File: config.mk
export PLATFORM = sky130hd
export DESIGN_NAME = captura_operandos
export DESIGN_NICKNAME = d
export VERILOG_FILES = /design/src/rtl/captura_operandos.sv
export SDC_FILE = /design/constraint.sdc
export NUM_CORES = 1
export LEC_CHECK = 0
export CAP_MARGIN = 20
export CORE_UTILIZATION = 50
export DETAILED_ROUTE_END_ITERATION = 8
export PLACE_DENSITY_LB_ADDON = 0.1
export SLEW_MARGIN = 20
export SYNTH_ARGS = -nofsm -noshare
export SYNTH_HDL_FRONTEND = slang
export SYNTH_SLANG_ARGS = --single-unit
File: constraint.sdc
create_clock -name clk -period 8 [get_ports clk]
set_input_delay 1.2 -clock clk [delete_from_list [all_inputs] [get_ports clk]]
set_output_delay 1.2 -clock clk [all_outputs]
set_load 0.03 [all_outputs]
File: src/rtl/captura_operandos.sv
// Operand capture front-end for a keypad-driven decimal add/subtract unit.
// Ports: clk, rst_n (sync, active-low), tecla_valida/tecla (key strobe/code),
//   c_in (adder result), a/b/oper (to adder), resultado/resultado_valido/
//   error (latched result and flags), visor (value to display).
module captura_operandos #(
    parameter int MAX_DIG = 4,
    parameter int LIMITE  = 9999
) (
    input  logic        clk,
    input  logic        rst_n,
    input  logic        tecla_valida,
    input  logic [3:0]  tecla,
    input  logic [13:0] c_in,
    output logic [13:0] a,
    output logic [13:0] b,
    output logic [1:0]  oper,
    output logic [13:0] resultado,
    output logic        resultado_valido,
    output logic        error,
    output logic [13:0] visor
);

    localparam int CW = $clog2(MAX_DIG + 1);

    typedef enum logic [1:0] {
        ESPERA_A,
        CAPTURA_B,
        CALCULA,
        MUESTRA
    } estado_t;

    estado_t estado;

    logic [CW-1:0] cnt_a;
    logic [CW-1:0] cnt_b;

    logic        es_digito;
    logic        es_oper;
    logic        es_igual;
    logic        es_borrar;
    logic [1:0]  oper_nuevo;
    logic [13:0] a_dig;
    logic [13:0] b_dig;
    logic [14:0] suma;
    logic        fuera;

    always_comb begin
        es_digito  = tecla_valida && (tecla <= 4'd9);
        es_oper    = tecla_valida && (tecla inside {4'hA, 4'hB, 4'hC});
        es_igual   = tecla_valida && (tecla == 4'hE);
        es_borrar  = tecla_valida && (tecla == 4'hF);
        oper_nuevo = 2'b00;
        unique case (tecla)
            4'hB:    oper_nuevo = 2'b01;
            4'hC:    oper_nuevo = 2'b10;
            default: oper_nuevo = 2'b00;
        endcase
    end

    // Decimal shift-in of the next digit.
    assign a_dig = a * 14'd10 + 14'(tecla);
    assign b_dig = b * 14'd10 + 14'(tecla);

    // Range check at 15 bits so a+b cannot wrap before comparison.
    assign suma  = {1'b0, a} + {1'b0, b};
    assign fuera = ((oper == 2'b00) && (suma > 15'(LIMITE)))
                || ((oper == 2'b01) && (b > a));

    always_ff @(posedge clk) begin
        if (!rst_n || es_borrar) begin
            estado    <= ESPERA_A;
            a         <= '0;
            b         <= '0;
            oper      <= 2'b00;
            resultado <= '0;
            error     <= 1'b0;
            cnt_a     <= '0;
            cnt_b     <= '0;
        end else begin
            unique case (estado)
                ESPERA_A: begin
                    if (es_digito && cnt_a < CW'(MAX_DIG)) begin
                        a     <= a_dig;
                        cnt_a <= cnt_a + 1'b1;
                    end else if (es_oper) begin
                        if (cnt_a == '0)
                            a <= '0;
                        oper   <= oper_nuevo;
                        b      <= '0;
                        cnt_b  <= '0;
                        estado <= CAPTURA_B;
                    end
                end
                CAPTURA_B: begin
                    if (es_digito && cnt_b < CW'(MAX_DIG)) begin
                        b     <= b_dig;
                        cnt_b <= cnt_b + 1'b1;
                    end else if (es_oper && cnt_b == '0) begin
                        oper <= oper_nuevo;
                    end else if (es_igual) begin
                        estado <= CALCULA;
                    end
                end
                CALCULA: begin
                    resultado <= c_in;
                    error     <= fuera;
                    estado    <= MUESTRA;
                end
                MUESTRA: begin
                    if (es_digito) begin
                        a      <= 14'(tecla);
                        b      <= '0;
                        cnt_a  <= CW'(1);
                        cnt_b  <= '0;
                        error  <= 1'b0;
                        estado <= ESPERA_A;
                    end else if (es_oper && !error) begin
                        // Chain the shown result as the next A operand.
                        a      <= resultado;
                        oper   <= oper_nuevo;
                        b      <= '0;
                        cnt_b  <= '0;
                        estado <= CAPTURA_B;
                    end
                end
                default: estado <= ESPERA_A;
            endcase
        end
    end

    assign resultado_valido = (estado == MUESTRA);

    always_comb begin
        visor = a;
        unique case (estado)
            CAPTURA_B: visor = b;
            MUESTRA:   visor = resultado;
            default:   visor = a;
        endcase
    end

endmodule

# Word level (Yosys, flattened, before mapping)
# Index checks and enable logic that the tools add are counted.
# W data, S select, Z words.
[classes]
n_addsub = 5
n_mul = 2
order_cmp = 5
eq_ne = 23
muxes = 40
reduce_logical = 28
[ops]
columns = ["cell", "n"]
rows = [
  ["$mux W14", 10],
  ["$pmux W14 S2", 2],
  ["$pmux W14 S3", 1],
  ["$add A14 B4 Y14", 2],
  ["$mul A14 B3 Y13 const B", 2],
  ["$mux W2", 13],
  ["$mux W3", 7],
  ["$eq A4 B4 Y1 const B", 5],
  ["$ne A2 B2 Y1 const B", 9],
  ["$add A14 B14 Y15", 1],
  ["$gt A15 B14 Y1 const B", 1],
  ["$gt A14 B14 Y1", 1],
  ["$logic_and A1 B1 Y1", 10],
  ["$pmux W3 S3", 1],
  ["$pmux W2 S4", 1],
  ["$reduce_and A7 Y1", 1],
  ["$add A3 B1 Y3 const B", 2],
  ["$logic_not A3 Y1", 2],
  ["$lt A3 B3 Y1 const B", 2],
  ["$ne A3 B3 Y1 const B", 2],
  ["$pmux W2 S3", 1],
  ["$pmux W3 S2", 1],
  ["$reduce_and A6 Y1", 1],
  ["$reduce_bool A3 Y1", 2],
  ["16 further kinds", 23],
]
[word_totals]
reg_bits = 53
input_bits = 21
output_inout_bits = 60
word_cells = 111

# Depth between registers and ports, before layout
[depth]
ltp_word = 7
depth_mapped = 13

# Worst setup path after synthesis
# OpenSTA, ideal clock, no wires.
[synth_path]
path_type = "register to register"
start = "register b[1]"
end = "register b[13]"
setup_time_ns = 0.117
t_arrival_ns = 3.167
t_required_ns = 7.883
setup_slack_ns = 4.715
path_stages_with_launch = 14
path_buffers = 0
period_less_slack_ns = 3.285
path_cell_list = "dfxtp_1 ha_1 ha_1 inv_1 fa_1 nor2b_4 o31a_1 or4b_1 o2111ai_2 nand4_2 nand4bb_1 xnor2_1 xnor2_1 a32o_1"
[synth_between]
elab_chain_cells = 4
[synth_lines]
columns = ["item", "line", "source"]
rows = [
  ["start: declaration", "15", "output logic [13:0] b,"],
  ["start signal: assignment", "96", "b <= b_dig;"],
  ["$mul A14 B3 Y13", "62", "assign b_dig = b * 14'd10 + 14'(tecla);"],
  ["$add A14 B4 Y14", "62", ""],
  ["$mux W14", "95", "if (es_digito && cnt_b < CW'(MAX_DIG)) begin"],
  ["$pmux W14 S3", "80", "unique case (estado)"],
]
# Every way passes these cells. The select of a mux whose other input is x is not followed.
# A chain may end at the register's enable or synchronous reset.

# Worst setup path after layout
[layout_path]
start = "register estado[1]"
end = "output port visor[4]"
[layout_between]
elab_chain_cells = 2
[layout_lines]
columns = ["item", "line", "source"]
rows = [
  ["start: declaration", "32", "estado_t estado;"],
  ["start signal: assignment", "71", "estado <= ESPERA_A;"],
  ["start signal: assignment", "91", "estado <= CAPTURA_B;"],
  ["start signal: assignment", "101", "estado <= CALCULA;"],
  ["$eq A2 B2 Y1 or $eq A2 B1 Y1 (tied branches)", "135", "unique case (estado)"],
  ["$pmux W14 S2 *", "135", ""],
  ["end: declaration", "20", "output logic [13:0] visor"],
]
# Every way passes the cells marked *; elsewhere a longest branch is shown, timed or not.

==> impl_metrics.ini <==
[outcome]
status = finished, final reports clean

[cts]
cts_tree = yes
htree_levels = 2
numCtsBuffers = 5
insertion_delay_ns = 0.31
cts.sinks = 53
post-cts-setup-buffer-count = 0
cts.reportedPaths.clkPinSlew_ns = 0.10
cts.repair.resized = 0
hold_buffers = 0
cts_buffer_depth = 2
root_buffer = clkbuf_8

[detailed_routing]
drc_errors = 0
routedWlPerCell_um = 18.03
ant_nets = 0
num_vias = 4871
viasPerCell = 5.820
drt_iter0_markers = 269
drt-total-wl_um = 15090
first_pass_iters = 5

[sta]
final-hold-violation-count = 0
max_clock_freq_ghz = 0.2535
setup_viol = 0
tns_ns = 0
final_max_slew_viol_count = 0
finClkSkew_ns = 0.008479
finalCritPeriodShare = 0.4930
rsz0062_at_grt = no
relSlewSlack = 0.4414
whs_ns = 0.5122
tightest_slew_ns = 0.8379
period_needed_ns = 3.944

[job]
drv_cap = 0

[setup_path]
max_stage_delay_ns = 0.68
critPathMostFrequentCell = nand2_1
crit_type = flop to output pin
cp-start-kind = flop
r2r_cells = 12
cp_slowest_cell = clkdlybuf4s50_1
r2r_slack_ns = 4.47
path_max_fanout = 27
crit_chain = inv_1 -> ha_1 -> buf_4 -> nor2_2 -> nand2_1 -> nand2_1 -> clkdlybuf4s50_1
r2r_end = a[13]
end_kind = output pin
rr_startpoint = a[1]
worstPathRequired_ns = 6.80
arrival_ns = 2.74

[finish]
syn2layout_area_growth_pct = 19.93
nNetsFinal = 811
drive_gt1_frac = 0.03125
antenna_cells = 0

[logic_synthesis]
synthAdderAreaFrac = 0.2203
yosys_warnings = 0
synthXorXnorAreaFrac = 0.07475
synth-simple-area-share = 0.1916
synth_edf_count = 0
synth_ff_type = dfxtp_1
async_flop_share = 0
synth_top_area_frac = 0.2099
synth_compound_area_frac = 0.2136
syn_avg_cell_area_um2 = 7.935
syn-instance-count = 637
synth_cell_types = 58
synth_seq_cells = 53
synth_fp_nets = 744
synth.area.top_cells = dfxtp_1, ha_1, nor2_1
synth_area_mm2 = 0.005055
synth_mux_area_frac = 0.04257
yosys.area.top_type = dfxtp_1
yosysSeqAreaShare = 0.2099
synth_top_family_by_area = adder cells

[worst_hold_path]
whs_path_depth = 1
hp-class = flop to flop
hold_path_end = cnt_b[0]
worstHoldStart = cnt_b[0]

[die]
ios = 81
num_rows = 36
dieArea_mm2 = 0.01052
dieWidth_um = 102.5
core_area_mm2 = 0.009774
die_h_um = 102.5
initial_utilization = 0.5172

[grt]
grt-ovfl-total = 0
grt_pass1_wl_um = 24230
antenna_found_initial = 0
grt_pass1_vias = 4673
track_usage = 0.3010
grt_max_degree = 48

[place]
io_buffers = 80
dp_hpwl_um = 11440
gp_congestion = 0.9250

[power_and_ir_drop]
p_per_area_mw_per_mm2 = 286.1
p_int_uw = 841.7
clockPowerShare = 0.092
power.leakage_uw = 0.002643
peakVddDrop_mv = 0.1895
p_seq_frac = 0.243
comb_power_share = 0.665
swShare = 0.5147
power_switching_uw = 892.6
==> routing by layer <==
metal	global-route usage	wire length (um)
met1	0.4069	6955
met2	0.4938	7056
met3	0.03593	781
met4	0.1077	299
met5	0	0
==> final cells by class <==
type | count | area, um2
clock inverters | 1 | 7.507
repair buffers | 83 | 823.3
multi-input cells | 521 | 3771
well taps | 133 | 166.4
inverters | 40 | 150.1
fillers | 944 | 3712
flip-flops and latches | 53 | 1061
clock buffers | 6 | 82.58
==> power by group through the flow <==
stage / Clock [uW] / Sequential, uW / Combinational [uW]
CTS: 163 / 420 / 1150
detailed placement: 0 / 426 / 1140
floorplan: 0 / 461 / 747
global route: 173 / 429 / 1280
finish: 159 / 421 / 1150
global placement: 0 / 425 / 1110
==> worst max path at each step <==
stage	start	endpoint	slack (ns)	depth (start not counted)
global placement	tecla[2]	a[11]	4.05	8
detailed placement	tecla[2]	a[12]	3.94	8
CTS	estado[1]	visor[3]	3.71	7
global route	tecla[2]	a[12]	3.82	8
floorplan	b[1]	b[13]	4.72	13
finish	estado[1]	visor[4]	4.06	7
==> synth_stat cells (4+ instances only) <==
cell type,number
nand2_1,55
o21ai_0,24
clkbuf_1,20
mux2i_1,17
nand2b_1,11
a21oi_1,44
xor2_1,15
o21a_1,6
a22oi_1,31
ha_1,81
nor2_1,80
nor2b_1,6
fa_1,5
and3_1,5
mux2_2,4
nand3_1,18
nor3_1,10
inv_1,40
a211oi_1,17
and2_1,5
xnor2_1,25
a21o_1,8
dfxtp_1,53
a31oi_1,7
==> cell usage in the layout, fill, tap and decap left out, drive strengths merged, types with 2 or more instances in the layout <==
cell           synthesis  final
mux2                   4      4
mux2i                 17     17
nand2                 55     55
and3                   5      5
nand4                  4      4
buf                    3      3
nor2                  80     80
fa                     5      5
o21ai                 27     27
xnor2                 25     25
and4b                  2      2
inv                   40     40
nor2b                  7      7
o22ai                  2      2
or3                    2      2
xor2                  16     16
ha                    81     81
a22oi                 31     31
nand3                 18     18
nand2b                11     11
dfxtp                 53     53
nor3                  10     10
and2                   5      5
o31a                   2      2
o31ai                  3      3
o21a                   6      6
a21o                   8      8
o21bai                 3      3
clkbuf                20      6
a211oi                17     17
o2111ai                2      2
nor3b                  2      2
a32o                   2      2
a21oi                 44     44
o311ai                 2      2
clkdlybuf4s50          0     80
a31oi                  7      7
==> cell families after synthesis <==
logic type / after synthesis
buffers and inverters: 63
multiplexers: 21
AO/OA/AOI/OAI: 165
adder cells (fa/ha/maj): 86
AND/OR/NAND/NOR: 208
XOR/XNOR: 41
flip-flops: 53
==> stage by stage <==
stage                     std cells  area, um2  worst slack (ns)  total power (uW)  utilization
final                           837       6062             4.056              1734       0.6202
after global routing            837       6062             3.823              1878       0.6202
after CTS                       837       6057             3.705              1734       0.6197
after detailed placement        830       5967             3.944              1568       0.6105
after global placement          830       5967             4.054              1536       0.6105
after floorplan                 637       5055             4.715              1208            -
==> flip-flops by register name (all words and copies together) (netlist names) <==
name and cells:
a 14, b 14, cnt_a 3, cnt_b 3, error 1, estado 2, oper 2, resultado 14
==> critical path: cells and delay by family (launching register included) <==
family / cells / cell delay [ns]
buffers and inverters: 3 / 1.00
DFF: 1 / 0.41
adders and majority gates: 1 / 0.18
and+or+nand+nor: 3 / 0.83
Note: power is estimated with default switching activity, not from simulation.
==> variant (same settings) <==
The parameter `MAX_DIG` goes from 4 to 2.
--- a/src/rtl/captura_operandos.sv
+++ b/src/rtl/captura_operandos.sv
@@ -5,3 +5,3 @@
 module captura_operandos #(
-    parameter int MAX_DIG = 4,
+    parameter int MAX_DIG = 2,
     parameter int LIMITE  = 9999
Behaviour: not the same (a bounded check fails within 4 cycles, from zero or initial values).
==> variant against the unedited design <==
Final area decreased by 1.6%. Global-route usage decreased by 0.61 points. Sequential cell count decreased by 2. Maximum frequency decreased by 7.5%. Area after synthesis decreased by 1.3%. Worst setup slack got worse by 0.32 ns. Non-clock buffer count unchanged. Power decreased by 12%. Routed wire length decreased by 3.9%. Cell count decreased by 2.4%. Combinational power decreased by 14%. Critical path type unchanged. Highest routed layer unchanged.
==> variant: results <==
export IMPL_r2r_slack_ns=4.41
export IMPL_fin_skew_ns=0.00428
export IMPL_first_global_vias=4457
export IMPL_startpoint="estado[1]"
export IMPL_drive_gt1_frac=0.0453
export IMPL_groute_layer_met1_usage=0.408
export IMPL_nFillCells=913
export IMPL_p_clk_uw=153
export IMPL_ys_warn_count=0
export IMPL_dr_wl_met3_um=917
export IMPL_max_vdd_ir_drop_v=0.000163
export IMPL_wirelength_met1_mm=6.77
export IMPL_gp_congestion=0.911
export IMPL_hold_path_class="reg2reg"
export IMPL_ys_top_cells_by_area="dfxtp_1 (20%), ha_1 (20%), xnor2_1 (6.3%)"
export IMPL_p_seq_frac=0.256
export IMPL_slew_headroom=0.297
export IMPL_p_leak_nw=2.53
export IMPL_synth_distinct_cells=59
export IMPL_min_delay_start="cnt_a[0]"
export IMPL_dp_slack_ns=3.88
export IMPL_syn_num_nets=723
export IMPL_cts_max_path_buffers=2
export IMPL_nets=788
export IMPL_grt_pass1_wl_mm=23.6
export IMPL_cp_max_fo=28
export IMPL_vias_per_cell=5.80
export IMPL_drt_wl_total_mm=14.5
export IMPL_track_usage=0.295
export IMPL_ys_top_cells_by_count="ha_1 (79), nand2_1 (63), nor2_1 (60), dfxtp_1 (51), a21oi_1 (44)"
export IMPL_grt_util_met3=0.0424
export IMPL_power_internal_uw=753
export IMPL_wl_met2_mm=6.47
export IMPL_arrival_ns=3.07
export IMPL_hold_end="cnt_a[0]"
export IMPL_hpwl_mm=11.1
export IMPL_p_per_area_nw_per_um2=257
export IMPL_ys_seq_area_frac=0.205
export IMPL_status="finished, final reports clean"
export IMPL_grt_use_met2=0.476
variant: cell types whose count changed in the layout (fill, tap and decap cells not counted), moves of 4 or more:
cell	before	now
o21ai_0	23	19
nor3b_1	2	6
nand2b_1	11	4
nand2_1	55	63
nand4_1	3	8
nor2_1	79	59
xnor2_1	25	36
a31oi_1	7	2
variant: cells by family (layout without fill, tap and decap cells):
logic type | count (synthesis) | count (layout) | share of synthesized area
xor+xnor | 48 | 48 | 0.0843
fa+ha+maj | 84 | 84 | 0.218
buf+inv | 64 | 130 | 0.0527
compound gates | 148 | 148 | 0.204
mux | 20 | 20 | 0.0411
simple gates | 203 | 203 | 0.195
flops | 51 | 51 | 0.205
variant: metrics by stage:
stage | cell area (um2) | cells | utilization | hold slack, ns
final | 5960 | 817 | 0.613 | 0.490
after global routing | 5960 | 817 | 0.613 | 0.513
after CTS | 5960 | 817 | 0.613 | 0.492
after detailed placement | 5870 | 809 | 0.604 | 0.478
after global placement | 5870 | 809 | 0.604 | 0.452
after floorplan | 4990 | 618 | - | 0.437
variant: worst max path at each step:
stage / depth (start not counted) / to / slack [ns]
floorplan: 12 / a[13] / 4.75
global placement: 6 / visor[6] / 3.90
detailed placement: 8 / b[9] / 3.88
CTS: 6 / visor[13] / 3.79
global route: 6 / visor[13] / 3.54
finish: 6 / visor[13] / 3.73
variant: area by class of cell:
class | instances | area share
Tap cell | 133 | 0.0279
Multi-Input combinational cell | 503 | 0.624
Clock buffer | 5 | 0.0115
Timing Repair Buffer | 83 | 0.138
Inverter | 39 | 0.0245
Sequential cell | 51 | 0.171
Clock inverter | 3 | 0.00315
variant: critical path: stages (launching register included):
cell	delay (ns)
dfxtp_1	0.43
inv_1	0.11
ha_1	0.56
nor2_2	0.75
nand2_1	0.14
nand2_1	0.10
clkdlybuf4s50_1	0.67
